$ cat config.mk
export PLATFORM = sky130hd
export DESIGN_NAME = axil_regbank_proc_flat
export DESIGN_NICKNAME = d
export VERILOG_FILES = /design/src/rtl/axil_regbank_proc_if.sv /design/src/rtl/axil_regbank_proc.sv /design/src/flat_wrapper.sv
export SDC_FILE = /design/constraint.sdc
export NUM_CORES = 1
export LEC_CHECK = 0
export ABC_AREA = 0
export BUFFER_PORTS_ARGS = -buffer_cell sky130_fd_sc_hd__buf_2
export CORE_MARGIN = 2
export CORE_UTILIZATION = 60
export CTS_BUF_LIST = sky130_fd_sc_hd__clkbuf_4 sky130_fd_sc_hd__clkbuf_8
export DETAILED_ROUTE_END_ITERATION = 10
export PLACE_DENSITY = 0.87
export SYNTH_ARGS = -nofsm -noshare
export SYNTH_HDL_FRONTEND = slang
export SYNTH_SLANG_ARGS = --single-unit
$ cat constraint.sdc
create_clock -name ACLK -period 3.65 [get_ports ACLK]
set_input_delay 0.365 -clock ACLK [delete_from_list [all_inputs] [get_ports ACLK]]
set_output_delay 0.365 -clock ACLK [all_outputs]
set_load 0.01 [all_outputs]
$ cat src/rtl/axil_regbank_proc_if.sv
// AXI4-Lite bus bundle for axil_regbank_proc: five channels with master/slave views.
interface axil_regbank_proc_if #(
  parameter int DATA_WIDTH = 32,
  parameter int ADDR_WIDTH = 6
) ();
  logic [ADDR_WIDTH-1:0]   AWADDR;
  logic                    AWVALID;
  logic                    AWREADY;
  logic [DATA_WIDTH-1:0]   WDATA;
  logic [DATA_WIDTH/8-1:0] WSTRB;
  logic                    WVALID;
  logic                    WREADY;
  logic [1:0]              BRESP;
  logic                    BVALID;
  logic                    BREADY;
  logic [ADDR_WIDTH-1:0]   ARADDR;
  logic                    ARVALID;
  logic                    ARREADY;
  logic [DATA_WIDTH-1:0]   RDATA;
  logic [1:0]              RRESP;
  logic                    RVALID;
  logic                    RREADY;

  modport master (
    output AWADDR, AWVALID, WDATA, WSTRB, WVALID, BREADY, ARADDR, ARVALID, RREADY,
    input  AWREADY, WREADY, BRESP, BVALID, ARREADY, RDATA, RRESP, RVALID
  );

  modport slave (
    input  AWADDR, AWVALID, WDATA, WSTRB, WVALID, BREADY, ARADDR, ARVALID, RREADY,
    output AWREADY, WREADY, BRESP, BVALID, ARREADY, RDATA, RRESP, RVALID
  );
endinterface

$ cat src/rtl/axil_regbank_proc.sv
// AXI4-Lite slave register bank: NUM_REGS byte-strobed data registers plus a write-count STATUS word.
// Build macro AXIL_INV_VIEW_EN adds a read-only inverted view of the data registers above STATUS.
module axil_regbank_proc #(
  parameter int DATA_WIDTH = 32,
  parameter int ADDR_WIDTH = 6,
  parameter int NUM_REGS   = 4
) (
  input  logic                           ACLK,
  input  logic                           ARESET,
  axil_regbank_proc_if.slave             bus,
  output logic [NUM_REGS*DATA_WIDTH-1:0] regs_q
);
  localparam int NBYTES = DATA_WIDTH / 8;
  localparam int LSB    = $clog2(NBYTES);
  localparam int IDX_W  = ADDR_WIDTH - LSB;
  localparam logic [IDX_W-1:0] STATUS_IDX = IDX_W'(NUM_REGS);
  localparam logic [1:0] RESP_OKAY   = 2'b00;
  localparam logic [1:0] RESP_SLVERR = 2'b10;

  logic                  aw_full_reg;
  logic [IDX_W-1:0]      aw_idx_reg;
  logic                  w_full_reg;
  logic [DATA_WIDTH-1:0] w_data_reg;
  logic [NBYTES-1:0]     w_strb_reg;
  logic                  bvalid_reg;
  logic [1:0]            bresp_reg;
  logic [DATA_WIDTH-1:0] wcount_reg;
  logic                  rvalid_reg;
  logic [DATA_WIDTH-1:0] rdata_reg;
  logic [1:0]            rresp_reg;

  logic                  aw_hs;
  logic                  w_hs;
  logic                  ar_hs;
  logic                  commit;
  logic                  wr_ok;
  logic [IDX_W-1:0]      ar_idx;
  logic [DATA_WIDTH-1:0] rd_data_next;
  logic [1:0]            rd_resp_next;

  // Byte-offset address bits carry no meaning for a word-wide bank.
  logic unused_addr_bits;
  assign unused_addr_bits = ^{bus.AWADDR, bus.ARADDR};

  // Readies come from registered flags; reset only gates them so they are low for its whole duration.
  assign bus.AWREADY = !aw_full_reg && !ARESET;
  assign bus.WREADY  = !w_full_reg && !ARESET;
  assign bus.ARREADY = !rvalid_reg && !ARESET;
  assign bus.BVALID  = bvalid_reg;
  assign bus.BRESP   = bresp_reg;
  assign bus.RVALID  = rvalid_reg;
  assign bus.RDATA   = rdata_reg;
  assign bus.RRESP   = rresp_reg;

  assign aw_hs  = bus.AWVALID && bus.AWREADY;
  assign w_hs   = bus.WVALID && bus.WREADY;
  assign ar_hs  = bus.ARVALID && bus.ARREADY;
  assign commit = aw_full_reg && w_full_reg && (!bvalid_reg || bus.BREADY);
  assign wr_ok  = aw_idx_reg < STATUS_IDX;
  assign ar_idx = bus.ARADDR[ADDR_WIDTH-1:LSB];

  always_ff @(posedge ACLK) begin
    if (ARESET) begin
      aw_full_reg <= 1'b0;
      aw_idx_reg  <= '0;
    end else if (aw_hs) begin
      aw_full_reg <= 1'b1;
      aw_idx_reg  <= bus.AWADDR[ADDR_WIDTH-1:LSB];
    end else if (commit) begin
      aw_full_reg <= 1'b0;
    end
  end

  always_ff @(posedge ACLK) begin
    if (ARESET) begin
      w_full_reg <= 1'b0;
      w_data_reg <= '0;
      w_strb_reg <= '0;
    end else if (w_hs) begin
      w_full_reg <= 1'b1;
      w_data_reg <= bus.WDATA;
      w_strb_reg <= bus.WSTRB;
    end else if (commit) begin
      w_full_reg <= 1'b0;
    end
  end

  // A commit on the B handshake edge keeps BVALID high and replaces BRESP.
  always_ff @(posedge ACLK) begin
    if (ARESET) begin
      bvalid_reg <= 1'b0;
      bresp_reg  <= RESP_OKAY;
    end else if (commit) begin
      bvalid_reg <= 1'b1;
      bresp_reg  <= wr_ok ? RESP_OKAY : RESP_SLVERR;
    end else if (bus.BREADY) begin
      bvalid_reg <= 1'b0;
    end
  end

  always_ff @(posedge ACLK) begin
    if (ARESET) begin
      wcount_reg <= '0;
    end else if (commit && wr_ok) begin
      wcount_reg <= wcount_reg + 1'b1;
    end
  end

  for (genvar gi = 0; gi < NUM_REGS; gi++) begin : g_reg
    logic [DATA_WIDTH-1:0] data_reg;
    logic                  sel;

    assign sel = commit && (aw_idx_reg == IDX_W'(gi));

    always_ff @(posedge ACLK) begin
      if (ARESET) begin
        data_reg <= '0;
      end else if (sel) begin
        for (int b = 0; b < NBYTES; b++) begin
          if (w_strb_reg[b]) begin
            data_reg[b*8 +: 8] <= w_data_reg[b*8 +: 8];
          end
        end
      end
    end

    assign regs_q[gi*DATA_WIDTH +: DATA_WIDTH] = data_reg;
  end

  // Read decode uses pre-edge register state, so a same-edge commit is not visible.
  always_comb begin
    rd_data_next = '0;
    rd_resp_next = RESP_SLVERR;
    for (int i = 0; i < NUM_REGS; i++) begin
      if (ar_idx == IDX_W'(i)) begin
        rd_data_next = regs_q[i*DATA_WIDTH +: DATA_WIDTH];
        rd_resp_next = RESP_OKAY;
      end
    end
    if (ar_idx == STATUS_IDX) begin
      rd_data_next = wcount_reg;
      rd_resp_next = RESP_OKAY;
    end
`ifdef AXIL_INV_VIEW_EN
    for (int i = 0; i < NUM_REGS; i++) begin
      if (ar_idx == IDX_W'(NUM_REGS + 1 + i)) begin
        rd_data_next = ~regs_q[i*DATA_WIDTH +: DATA_WIDTH];
        rd_resp_next = RESP_OKAY;
      end
    end
`else
`endif
  end

  always_ff @(posedge ACLK) begin
    if (ARESET) begin
      rvalid_reg <= 1'b0;
      rdata_reg  <= '0;
      rresp_reg  <= RESP_OKAY;
    end else if (ar_hs) begin
      rvalid_reg <= 1'b1;
      rdata_reg  <= rd_data_next;
      rresp_reg  <= rd_resp_next;
    end else if (bus.RREADY) begin
      rvalid_reg <= 1'b0;
    end
  end
endmodule

$ cat src/flat_wrapper.sv
// flat-port wrapper written by rule: the top's interface ports become plain ports
module axil_regbank_proc_flat 
#(
  parameter int DATA_WIDTH = 32,
  parameter int ADDR_WIDTH = 6,
  parameter int NUM_REGS   = 4
)
  (ACLK, ARESET, regs_q, bus_AWADDR, bus_AWVALID, bus_WDATA, bus_WSTRB, bus_WVALID, bus_BREADY, bus_ARADDR, bus_ARVALID, bus_RREADY, bus_AWREADY, bus_WREADY, bus_BRESP, bus_BVALID, bus_ARREADY, bus_RDATA, bus_RRESP, bus_RVALID);
  axil_regbank_proc_if #(.DATA_WIDTH(DATA_WIDTH), .ADDR_WIDTH(ADDR_WIDTH)) bus_i ();
  input  logic ACLK;
  input  logic ARESET;
  output logic [NUM_REGS*DATA_WIDTH-1:0] regs_q;
  input wire logic [$bits(bus_i.AWADDR)-1:0] bus_AWADDR;
  input wire logic [$bits(bus_i.AWVALID)-1:0] bus_AWVALID;
  input wire logic [$bits(bus_i.WDATA)-1:0] bus_WDATA;
  input wire logic [$bits(bus_i.WSTRB)-1:0] bus_WSTRB;
  input wire logic [$bits(bus_i.WVALID)-1:0] bus_WVALID;
  input wire logic [$bits(bus_i.BREADY)-1:0] bus_BREADY;
  input wire logic [$bits(bus_i.ARADDR)-1:0] bus_ARADDR;
  input wire logic [$bits(bus_i.ARVALID)-1:0] bus_ARVALID;
  input wire logic [$bits(bus_i.RREADY)-1:0] bus_RREADY;
  output wire logic [$bits(bus_i.AWREADY)-1:0] bus_AWREADY;
  output wire logic [$bits(bus_i.WREADY)-1:0] bus_WREADY;
  output wire logic [$bits(bus_i.BRESP)-1:0] bus_BRESP;
  output wire logic [$bits(bus_i.BVALID)-1:0] bus_BVALID;
  output wire logic [$bits(bus_i.ARREADY)-1:0] bus_ARREADY;
  output wire logic [$bits(bus_i.RDATA)-1:0] bus_RDATA;
  output wire logic [$bits(bus_i.RRESP)-1:0] bus_RRESP;
  output wire logic [$bits(bus_i.RVALID)-1:0] bus_RVALID;
  assign bus_i.AWADDR = bus_AWADDR;
  assign bus_i.AWVALID = bus_AWVALID;
  assign bus_i.WDATA = bus_WDATA;
  assign bus_i.WSTRB = bus_WSTRB;
  assign bus_i.WVALID = bus_WVALID;
  assign bus_i.BREADY = bus_BREADY;
  assign bus_i.ARADDR = bus_ARADDR;
  assign bus_i.ARVALID = bus_ARVALID;
  assign bus_i.RREADY = bus_RREADY;
  assign bus_AWREADY = bus_i.AWREADY;
  assign bus_WREADY = bus_i.WREADY;
  assign bus_BRESP = bus_i.BRESP;
  assign bus_BVALID = bus_i.BVALID;
  assign bus_ARREADY = bus_i.ARREADY;
  assign bus_RDATA = bus_i.RDATA;
  assign bus_RRESP = bus_i.RRESP;
  assign bus_RVALID = bus_i.RVALID;
  axil_regbank_proc #(.DATA_WIDTH(DATA_WIDTH), .ADDR_WIDTH(ADDR_WIDTH), .NUM_REGS(NUM_REGS)) u_core (.ACLK(ACLK), .ARESET(ARESET), .bus(bus_i), .regs_q(regs_q));
endmodule
==> impl_results.md <==
* Count of input and output buffers at 217
* Post-DP HPWL at 19140 um
* Worst vdd ir at 0.4006 mV
* DR pass1 iterations at 6
* Remaining global-route overflow at 0
* Antenna violations before repair at 1
* TritonCTS Buffers at 37
* # diodes at 0
* Count of pins over their slew limit at 0
* Filler cell count at 1200
* Global Route Usage Sum at 0.3113
* Data required time of the critical path at 4.10 ns
* Vert. Die Dim at 132.8 um
* Number of enable flip-flop cells after synthesis at 0
* Leakage dissipation at 0.004733 uW
* Width of the die at 132.8 um
* Pin count of the biggest net entering global routing at 110
* Final Hold Viols at 0
* Post-synthesis cell area at 0.009956 mm^2
* Share of the cycle needed by the critical path after routing at 0.6587
* CTS tree: built
* Total power density per cell area at 448.1 mW/mm^2
* Number of flip-flops under the largest register name at 128
* Sequential cell area fraction in the yosys report at 0.4786
* Effective utilization at floorplan at 0.6068
* Clock tree root driver cell: clkbuf_8
* Final Critical Period at 2.404 ns
* RSZ-0062 raised after global routing: false
* Total wire length at 28260 um
* Headroom to the max-slew limit at 0.4002
* H-tree depth at 2
* Crit path max fanout at 6
* Worst slack on hold paths at 0.03131 ns
* Avg Cell Area, Syn at 9.002 um^2
* Final design utilization at 0.7240
* Worst setup path category: reg -> reg
* First-pass GRT wire length at 43970 um
* Total number of vias at 8990
* Vias in the first global route at 8307
* Full die area at 0.01764 mm^2
* Cell with the most instances after synthesis: dfxtp_1
* Core outline area at 0.01641 mm^2
* Clock Latency Late Sink at 0.53 ns
* Setup-violating endpoint count in the final report at 0
* Initial detailed-routing violation count at 920
* Fraction of final layout cells sized beyond drive strength 1 at 0.2289
* Synth area leader: dfxtp_1
* Area Overhead vs Synth at 19.32%
* Setup total negative slack at 0 ns
* Data arrival time of the critical path at 2.85 ns
* Number of cell rows at 47
* Top-area cell type share of the netlist area at 0.4786
* # Max-Cap Violations at 0
* Clock skew after layout at 0.01014 ns
* # resized after CTS at 0
* Routed vias/inst at 5.857
* Yosys cell types at 39
* Type of the worst min-delay path: in -> reg
* Sort of element at the end of the critical path: register
* Async set-reset flop share out of synthesis at 0
* Avg WL per Cell at 18.41 um
* Result of the run: completed
* Dominant register cell in the synthesized netlist: dfxtp_1
* Top post-synthesis cells by count: dfxtp_1 (238), nor2_1 (167), mux2i_1 (164), o21ai_0 (156), clkbuf_1 (66)
* Placer's final routability congestion estimate at 0.8860
* Largest cells by area after synthesis: dfxtp_1 (48%), mux2i_1 (16%), o21ai_0 (7.8%)
* Number of buffers inserted for hold repair after clock tree synthesis at 0
* Maximum buffer depth of the clock tree at 3
* Sinks on the clock net at 238
* DR DRC count at 0
* Post-CTS repair timing setup buffer count at 0
* Clock-pin slew reported for the worst setup and hold paths after clock tree synthesis at 0.06 ns
* Upper clock frequency limit at 0.4159 GHz
* Warning count from the yosys run at 0
* Synthesized instance count at 1106
* Ports placed on the boundary at 224
* Worst Max-Slew Pin Slew at 0.8996 ns
* Residual antenna-violating net count after detailed routing at 0
* Count of nets after finishing at 1347
* CP startpoint kind: register
* Total of flip-flops plus latches after synthesis at 238
==> layer usage <==
layer	global-route usage	part of all wire	vias up
li1	-	-	4197
met1	0.4065	0.42	4247
met2	0.4983	0.46	452
met3	0.05900	0.075	94
met4	0.1499	0.046	0
met5	0	0	-
==> cell type report <==
cell class,instances,area [um^2],share of cell area
Multi-Input combinational cell,779,4840,0.4074
Sequential cell,238,4765,0.4011
Timing Repair Buffer,229,1182,0.09954
Clock buffer,58,742.0,0.06246
Tap cell,220,275.3,0.02317
Clock inverter,5,52.55,0.004424
Inverter,6,22.52,0.001896
==> cell families after synthesis <==
| group | synth area share |
|---|---|
| buffers and inverters | 0.03707 |
| other | 0.0003767 |
| muxes | 0.1649 |
| xor gates and xnor gates | 0.01671 |
| DFF | 0.4786 |
| and+or+nand+nor | 0.1906 |
| AOI/OAI and AO/OA | 0.1105 |
| adders and majority gates | 0.001257 |
==> where the power goes <==
group          switching, uW  internal (uW)
logic                    167           92.7
clock network           1010           1360
registers               51.3           2640
total                   1230           4090
==> metrics by stage <==
stage | cell area (um^2) | power (uW) | setup slack [ns] | instances
3_5_place_dp | 11080 | 3001 | 1.264 | 1472
4_1_cts | 11880 | 5340 | 1.262 | 1535
3_3_place_gp | 11080 | 2995 | 1.318 | 1472
2_1_floorplan | 9960 | 2900 | 1.523 | 1107
6_report | 11880 | 5323 | 1.246 | 1535
5_1_grt | 11880 | 5496 | 1.059 | 1535
==> critical path, stage by stage (launching register included) <==
cell and delay [ns]:
dfxtp_1 0.41, ha_1 0.22, and3_1 0.25, nand4_1 0.29, or3_1 0.49, or4_1 0.52
a21oi_1 0.14
==> cell usage in the layout (no fill, tap or decap), drive strengths merged, types with 17 or more instances in the layout <==
cell type / synthesis / final
clkbuf: 66 / 58
dfxtp: 238 / 238
nand2b: 37 / 37
a21oi: 37 / 37
o21ai: 156 / 156
and3: 17 / 17
nor2: 167 / 167
buf: 18 / 229
nand2: 61 / 61
mux2i: 164 / 164
nand3b: 33 / 33
==> worst paths after layout <==
kind                                            from                     to  slack [ns]  depth (start not counted)
worst max-delay path            u_core.wcount_reg[0]  u_core.wcount_reg[30]        1.25                          6
worst min-delay path                   bus_WDATA[29]  u_core.w_data_reg[29]        0.03                          3
worst max register to register  u_core.wcount_reg[0]  u_core.wcount_reg[30]        1.25                          6
worst min register to register  u_core.bus.RDATA[21]   u_core.bus.RDATA[21]        0.49                          2
Power figures use the tool's default switching activity.
